### config.mk
export PLATFORM = sky130hd
export DESIGN_NAME = if_fetch_stage_flat
export DESIGN_NICKNAME = d
export VERILOG_FILES = /design/src/rtl/if_fetch_stage_if.sv /design/src/rtl/if_fetch_stage.sv /design/src/flat_wrapper.sv
export SDC_FILE = /design/constraint.sdc
export NUM_CORES = 1
export LEC_CHECK = 0
export CORE_MARGIN = 3
export CORE_UTILIZATION = 51
export CTS_BUF_LIST = sky130_fd_sc_hd__clkbuf_8
export DETAILED_ROUTE_END_ITERATION = 10
export PLACE_DENSITY_LB_ADDON = 0.15
export SETUP_SLACK_MARGIN = 0.4
export SYNTH_ARGS = -nofsm -noshare
export SYNTH_HDL_FRONTEND = slang
export SYNTH_SLANG_ARGS = --single-unit
export TNS_END_PERCENT = 10
### constraint.sdc
create_clock -name clk -period 11.75 [get_ports clk]
set_input_delay 2.35 -clock clk [delete_from_list [all_inputs] [get_ports clk]]
set_output_delay 2.35 -clock clk [all_outputs]
set_load 0.01 [all_outputs]
### src/rtl/if_fetch_stage_if.sv
// Signal bundle between the fetch stage and its neighbours:
// hazard/control inputs, instruction memory, and the IF/ID register outputs.
interface if_fetch_stage_if #(
    parameter int WIDTH = 32
);
    logic             stall;
    logic             flush;
    logic             pc_src;
    logic [WIDTH-1:0] branch_target;
    logic [WIDTH-1:0] imem_addr;
    logic [WIDTH-1:0] imem_data;
    logic [WIDTH-1:0] pc_out;
    logic [WIDTH-1:0] if_id_npc;
    logic [WIDTH-1:0] if_id_instr;
    logic             if_id_valid;
    logic [WIDTH-1:0] fetch_count;

    // Surrounding pipeline: drives control and memory data, observes the stage.
    modport master (
        output stall, flush, pc_src, branch_target, imem_data,
        input  imem_addr, pc_out, if_id_npc, if_id_instr, if_id_valid, fetch_count
    );

    // Fetch stage itself.
    modport slave (
        input  stall, flush, pc_src, branch_target, imem_data,
        output imem_addr, pc_out, if_id_npc, if_id_instr, if_id_valid, fetch_count
    );
endinterface

### src/rtl/if_fetch_stage.sv
// Instruction-fetch stage: PC register, PC+1 / redirect selection, and the
// IF/ID pipeline register with stall, flush and a fetched-instruction counter.
module if_fetch_stage #(
    parameter int               WIDTH    = 32,
    parameter logic [WIDTH-1:0] RESET_PC = '0
) (
    input logic            clk,
    input logic            rst,
    if_fetch_stage_if.slave bus
);
    logic [WIDTH-1:0] r_pc;
    logic [WIDTH-1:0] r_npc;
    logic [WIDTH-1:0] r_instr;
    logic             r_valid;
    logic [WIDTH-1:0] r_count;
    logic [WIDTH-1:0] w_npc;

    // Word-addressed sequential PC; wraps silently at the top of the space.
    assign w_npc = r_pc + WIDTH'(1);

    // Redirect wins over stall so a taken branch is never lost behind a hazard.
    always_ff @(posedge clk or posedge rst) begin
        if (rst) begin
            r_pc <= RESET_PC;
        end else if (bus.pc_src) begin
            r_pc <= bus.branch_target;
        end else if (!bus.stall) begin
            r_pc <= w_npc;
        end
    end

    // if_id_valid qualifies the IF/ID fields: 1 = real instruction, 0 = bubble.
    // There is no back-pressure other than stall, which freezes all fields.
    always_ff @(posedge clk or posedge rst) begin
        if (rst) begin
            r_npc   <= '0;
            r_instr <= '0;
            r_valid <= 1'b0;
            r_count <= '0;
        end else if (bus.flush) begin
            r_npc   <= '0;
            r_instr <= '0;
            r_valid <= 1'b0;
        end else if (!bus.stall) begin
            r_npc   <= w_npc;
            r_instr <= bus.imem_data;
            r_valid <= 1'b1;
            r_count <= r_count + WIDTH'(1);
        end
    end

    assign bus.imem_addr   = r_pc;
    assign bus.pc_out      = r_pc;
    assign bus.if_id_npc   = r_npc;
    assign bus.if_id_instr = r_instr;
    assign bus.if_id_valid = r_valid;
    assign bus.fetch_count = r_count;
endmodule
### src/flat_wrapper.sv
// flat-port wrapper written by rule: the top's interface ports become plain ports
module if_fetch_stage_flat 
#(
    parameter int               WIDTH    = 32,
    parameter logic [WIDTH-1:0] RESET_PC = '0
)
  (clk, rst, bus_stall, bus_flush, bus_pc_src, bus_branch_target, bus_imem_data, bus_imem_addr, bus_pc_out, bus_if_id_npc, bus_if_id_instr, bus_if_id_valid, bus_fetch_count);
  if_fetch_stage_if #(.WIDTH(WIDTH)) bus_i ();
  input logic clk;
  input logic rst;
  input wire logic [$bits(bus_i.stall)-1:0] bus_stall;
  input wire logic [$bits(bus_i.flush)-1:0] bus_flush;
  input wire logic [$bits(bus_i.pc_src)-1:0] bus_pc_src;
  input wire logic [$bits(bus_i.branch_target)-1:0] bus_branch_target;
  input wire logic [$bits(bus_i.imem_data)-1:0] bus_imem_data;
  output wire logic [$bits(bus_i.imem_addr)-1:0] bus_imem_addr;
  output wire logic [$bits(bus_i.pc_out)-1:0] bus_pc_out;
  output wire logic [$bits(bus_i.if_id_npc)-1:0] bus_if_id_npc;
  output wire logic [$bits(bus_i.if_id_instr)-1:0] bus_if_id_instr;
  output wire logic [$bits(bus_i.if_id_valid)-1:0] bus_if_id_valid;
  output wire logic [$bits(bus_i.fetch_count)-1:0] bus_fetch_count;
  assign bus_i.stall = bus_stall;
  assign bus_i.flush = bus_flush;
  assign bus_i.pc_src = bus_pc_src;
  assign bus_i.branch_target = bus_branch_target;
  assign bus_i.imem_data = bus_imem_data;
  assign bus_imem_addr = bus_i.imem_addr;
  assign bus_pc_out = bus_i.pc_out;
  assign bus_if_id_npc = bus_i.if_id_npc;
  assign bus_if_id_instr = bus_i.if_id_instr;
  assign bus_if_id_valid = bus_i.if_id_valid;
  assign bus_fetch_count = bus_i.fetch_count;
  if_fetch_stage #(.WIDTH(WIDTH), .RESET_PC(RESET_PC)) u_core (.clk(clk), .rst(rst), .bus(bus_i));
endmodule
==> results of run 1 <==
[through the flow]
stage	setup WS (ns)	hold slack [ns]
2_1_floorplan	5.959	0.5076
3_3_place_gp	7.092	0.4648
3_5_place_dp	7.058	0.4616
4_1_cts	7.541	0.4844
5_1_grt	7.341	0.4927
6_report	7.524	0.4787
[cell usage in the layout, fill, tap and decap left out, types with 24 or more instances in the layout]
cell type / n
clkdlybuf4s50_1: 227
dfrtp_1: 129
nor2_1: 86
xnor2_1: 44
nand2_1: 42
mux2i_1: 32
nand4_1: 28
o21ai_0: 27
nand3_1: 25
inv_1: 24
[flip-flops by register name, summed over array words and instances (netlist names)]
signal / flops
u_core.bus.fetch_count: 32
u_core.bus.if_id_instr: 32
u_core.bus.if_id_npc: 32
u_core.bus.imem_addr: 32
u_core.bus.if_id_valid: 1
[power by group through the flow]
stage | logic [mW] | registers (mW) | clock network [mW]
after floorplan | 0.115 | 0.534 | 0
after global placement | 0.241 | 0.532 | 0
after detailed placement | 0.245 | 0.535 | 0
after CTS | 0.247 | 0.527 | 0.388
after global routing | 0.266 | 0.534 | 0.407
final | 0.244 | 0.528 | 0.382
[kinds of logic (layout without fill, tap and decap cells)]
family,Yosys count,count (layout)
xor+xnor,52,52
buf+inv,104,286
fa+ha+maj,2,2
flops,129,129
simple gates,271,271
compound gates,108,108
mux,33,33
[worst register-to-register path, stage by stage (launching register included)]
cell       delay (ns)
dfrtp_1          0.56
ha_1             0.27
nand3_1          0.37
nor4_2           1.11
a311oi_1         0.21
a2111oi_0        0.44
[path summary, 6_finish.rpt]
check	endpoint	cells after the start	start	slack, ns
worst max-delay path	u_core.bus.imem_addr[11]	6	bus_pc_src	7.52
worst min register to register	u_core.bus.fetch_count[31]	1	u_core.bus.fetch_count[31]	0.48
worst min-delay path	u_core.bus.fetch_count[31]	1	u_core.bus.fetch_count[31]	0.48
min in group asynchronous	u_core.bus.if_id_instr[10]	2	rst	2.33
worst max register to register	u_core.bus.if_id_npc[28]	5	u_core.bus.imem_addr[0]	8.65
max in group asynchronous	u_core.bus.if_id_npc[3]	3	rst	7.96
[routing by layer]
layer	global-route usage [%]	vias up	wire length (um)	share of wire, %
li1	-	2832	-	-
met1	31.71	2959	7533	40
met2	41.40	300	9241	49
met3	8.345	44	1770	9.3
met4	9.844	0	461	2.4
met5	0	-	0	0
[cell type report]
cell class	instances	area (um2)	share of cell area (%)
multi-input cells	466	2952	32.12
flip-flops and latches	129	3228	35.13
repair buffers	234	2322	25.27
clock inverters	10	121.4	1.321
inverters	23	88.84	0.9668
clock buffers	19	261.5	2.846
well taps	172	215.2	2.342
==> qor.csv, run 1 <==
metric,value,unit
status,finished clean,
top_reg_cell synth,dfrtp_1,
Worst-Margin Slew,1.148,ns
vias in the first global route,5852,
Simple-Gate Fraction of Synth Area,20.93,%
hold_buf cts,0,
Pwr Total,1.155,mW
Fin. Hold Viols,0,
"Distinct cells, synth",50,
CTS Sinks,129,
end-of-flow core utilization,71.94,%
crit path launch type,primary input,
wire per inst,18.05,um
relative max-transition margin,22.86,%
CP arrival,4.55,ns
Worst IR Drop VDD,0.07850,mV
io pins,230,
sequential power share,45.7,%
initial antenna violation count,0,
Final Non-Filler Cells,1053,
CP Data Required Time,12.08,ns
routed via count,6135,
Root Buffer,clkbuf_8,
Pre-Repair DR Iteration Count,6,
top cell type's share of synthesized area,47.95,%
crit path buf inv count,3,
DP HPWL,13100,um
unrepaired setup endpoints after global routing,no,
Leak,3.704,nW
CTS tree,built,
Mapped Cells,699,
Post-Place Cells,1024,
Layout area overhead,36.48,%
Synth area leaders,"dfrtp_1 (48%), xnor2_1 (5.7%), nor2_1 (4.8%)",
Ys Warns,0,
setup violators final,0,
clk slew on worst S/H paths,0.07,ns
FILL cells,930,
fin area,9189,um2
adder-cell area share of the yosys netlist,0.3717,%
initial core utilization,52.71,%
CTS H-tree lvls,4,
combinational share of power,21.2,%
Iteration-0 DRC Markers,403,
"Seq/Total Area, Yosys",47.95,%
Pint,825.5,uW
setup bufs post-CTS,0,
DR DRC count,0,
total congestion overflow,0,
delay of the slowest cell on the worst path,0.83,ns
Worst setup EP type,register,
Switching Share,28.54,%
total wire length,19010,um
WS Path Type,primary input to register,
share of synthesized flip-flops with an asynchronous set or reset,100.0,%
NumNets Final,942,
mux share of post-synthesis cell area,4.925,%
power share of the clock group,33.1,%
die area,14620,um2
switching power,329.7,uW
n_diodes,0,
fmax,236.7,MHz
Final ANT Viol Nets,0,
Post-Syn Area per Cell,9.632,um2
largest family of logic cells by synthesized area,simple AND/OR/NAND/NOR gates,
TNS Setup,0,ns
XOR/XNOR share of the synthesized area,6.765,%
syn nets,770,
Min-Delay Path Class,register to register,
"Cell Chain, Critical Path",clkdlybuf4s50_1 > buf_4 > clkinv_1 > nand2_1 > nor2_1 > a221o_1,
largest net degree at the start of global routing,93,
# rows,41,
clk_lat worst skew,0.44,ns
IO Port Bufs,229,
Placer Congestion,0.8538,
"delay-heaviest family, CP",buffers and inverters,
placed cell areas,8806,um2
post-synthesis compound-gate area fraction,10.85,%
vias per inst,5.826,
post-CTS sizing,0,
"Slew Viols, Final",0,
fraction of layout cells with a size suffix above 1,4.994,%
Die X,120.9,um
Final Skew,0.006856,ns
Max-cap violations,0,
TritonCTS Buffers,17,
Tot GR Track Use,25.52,%
Yosys reg bits,129,
Pwr Density,125.7,nW/um2
most frequent cell after synthesis,dfrtp_1,
number of synthesized flops with an enable pin,0,
Core Box Area,12770,um2
maximum clock insertion buffer count,2,
slowest CP cell,clkinv_1,
Die Ht,120.9,um
"Cell Area, Synth",6733,um2
Yosys top cell by area,dfrtp_1,
Post-synth top cells,"dfrtp_1 (129), nor2_1 (86), xnor2_1 (44)",
post-layout minimum cycle time,4.226,ns
global-route wire length before repair,29690,um
crit share post-route,35.96,%
CP Max Fanout,35,
Note: power is estimated with default switching activity, not from simulation.
==> inputs of run 2 (changes only) <==
--- a/config.mk
+++ b/config.mk
@@ -6,7 +6,7 @@
 export NUM_CORES = 1
 export LEC_CHECK = 0
 export CORE_MARGIN = 3
-export CORE_UTILIZATION = 51
+export CORE_UTILIZATION = 43
 export CTS_BUF_LIST = sky130_fd_sc_hd__clkbuf_8
 export DETAILED_ROUTE_END_ITERATION = 10
 export PLACE_DENSITY_LB_ADDON = 0.15
==> constraint.sdc (replaced) <==
create_clock -name clk -period 3.6 [get_ports clk]
set_input_delay 0.72 -clock clk [delete_from_list [all_inputs] [get_ports clk]]
set_output_delay 0.72 -clock clk [all_outputs]
set_load 0.01 [all_outputs]
==> run 2 against run 1 <==
Net effect:
- flip-flop and latch count stayed put
- setup slack worse by 6.8 ns
- design area is 1.7% higher
- final cell count is 4.7% higher
- power grew to 3.3 times the previous value
- clock skew is 0.0039 ns higher
- critical path depth is 1 lower
- largest power group unchanged
- first-iteration DRC count is 4.0% higher
- utilization is 11 points lower
- register-to-register slack worse by 7.9 ns
- largest cell class unchanged
- sequential power grew to 3.3 times the previous value
==> qor.csv, run 2 (same netlist as run 1, synthesis figures left out) <==
metric,value,unit
Iteration-0 DRC Markers,419,
wire per inst,17.70,um
setup slack after layout,0.7673,ns
crit share post-route,78.69,%
clk_lat worst skew,0.45,ns
# rows,45,
Worst Hold Path Cells,1,
Tot GR Track Use,22.83,%
relative max-transition margin,28.22,%
hold_sp,u_core.bus.fetch_count[31],
TNS Setup,0,ns
Min-Delay Path Class,register to register,
Placer Congestion,0.8607,
fmax,353.0,MHz
register-to-register setup slack,0.77,ns
maximum clock insertion buffer count,2,
Core Box Area,15260,um2
n_diodes,0,
CTS tree,built,
Leak,3.741,nW
initial core utilization,44.12,%
Fin. Hold Viols,0,
post-layout minimum cycle time,2.833,ns
"Cell Chain, Critical Path",ha_1 > nand3_1 > or4_4 > or4_1 > a311oi_1,
global-route wire length before repair,32370,um
post-CTS sizing,0,
WS Path Type,register to register,
hold_buf cts,0,
setup bufs post-CTS,0,
setup violators final,0,
routed via count,6031,
worst hold slack,0.4772,ns
"Slew Viols, Final",0,
CP arrival,3.17,ns
crit path buf inv count,0,
Critical R2R Launch,u_core.bus.imem_addr[0],
crit path launch type,register,
end-of-flow core utilization,61.25,%
"commonest non-fill, non-tap cell in the layout",clkdlybuf4s50_1,
unrepaired setup endpoints after global routing,no,
Die X,131.1,um
vias per inst,5.473,
CP Data Required Time,3.94,ns
Worst setup EP type,register,
Root Buffer,clkbuf_8,
"delay-heaviest family, CP",simple AND/OR/NAND/NOR gates,
CTS H-tree lvls,4,
r2r endpoint,u_core.bus.if_id_npc[26],
Pwr Density,412.5,nW/um2
total congestion overflow,0,
worst hold path endpoint,u_core.bus.fetch_count[31],
io pins,230,
Worst-Margin Slew,1.075,ns
Die Ht,131.1,um
pre-CTS setup slack,0.7881,ns
Pre-Repair DR Iteration Count,6,
Pwr Total,3.855,mW
DP HPWL,13730,um
vias in the first global route,6154,
most frequent cells in the layout,"clkdlybuf4s50_1 (227), dfrtp_1 (129), nor2_1 (86)",
total wire length,19500,um
IO Port Bufs,229,
Final ANT Viol Nets,0,
slowest CP cell,or4_4,
clk slew on worst S/H paths,0.08,ns
largest net degree at the start of global routing,69,
Layout area overhead,38.80,%
Final Skew,0.01078,ns
TritonCTS Buffers,17,
status,finished clean,
NumNets Final,949,
Worst IR Drop VDD,0.2955,mV
fraction of layout cells with a size suffix above 1,6.285,%
CP Max Fanout,25,
initial antenna violation count,1,
CTS Sinks,129,
reg2reg path depth,5,
die area,17200,um2
Max-cap violations,0,
DR DRC count,0,
delay of the slowest cell on the worst path,0.81,ns
-- run 2: cell types whose count changed in the layout (fill, tap and decap cells not counted) --
cell / previous run / this run
clkinv_2: 4 / 2
clkinv_4: 0 / 5
buf_4: 6 / 12
buf_12: 0 / 1
inv_1: 24 / 22
inv_4: 1 / 0
clkinvlp_4: 0 / 3
-- run 2: worst max-delay path by stage --
stage	endpoint	start	cells past startpoint	slack, ns
after floorplan	u_core.bus.fetch_count[0]	rst	1	1.28
after global placement	u_core.bus.if_id_npc[30]	u_core.bus.imem_addr[0]	5	0.92
after detailed placement	u_core.bus.if_id_npc[26]	u_core.bus.imem_addr[0]	5	0.79
after CTS	u_core.bus.if_id_npc[26]	u_core.bus.imem_addr[0]	5	0.77
after global routing	u_core.bus.if_id_npc[24]	u_core.bus.imem_addr[0]	5	0.62
final	u_core.bus.if_id_npc[26]	u_core.bus.imem_addr[0]	5	0.77
-- run 2: metrics by stage --
step / instance area (um2) / instances
global route: 9345 / 1102
detailed placement: 8921 / 1070
CTS: 9345 / 1102
floorplan: 6736 / 699
finish: 9345 / 1102
global placement: 8921 / 1070
-- run 2: layout make-up --
class,instances,area [um2]
Clock inverter,13,162.7
Tap cell,211,264.0
Timing Repair Buffer,241,2387
Clock buffer,19,261.5
Sequential cell,129,3228
Fill cell,1276,5913
Multi-Input combinational cell,466,2952
Inverter,23,90.09
-- run 2: power by group --
group	leakage (nW)	internal (mW)	switching (mW)	total, mW
clock network	0.213	0.721	0.601	1.32
registers	1.66	1.56	0.160	1.72
logic	1.86	0.442	0.371	0.813
total	3.74	2.72	1.13	3.86
-- run 2: worst reg2reg max path, stage by stage, from the launching register on --
cell and delay (ns):
dfrtp_1 0.48, ha_1 0.24, nand3_1 0.37, or4_4 0.82
or4_1 0.52, a311oi_1 0.29
-- run 2: layer usage --
layer | vias to the layer above | track usage (%) | part of all wire [%]
met1 | 2921 | 27.61 | 41
met2 | 228 | 37.87 | 48
met4 | 2 | 7.235 | 1.6
met3 | 23 | 8.691 | 8.8
li1 | 2857 | - | -
met5 | - | 0 | 0.067
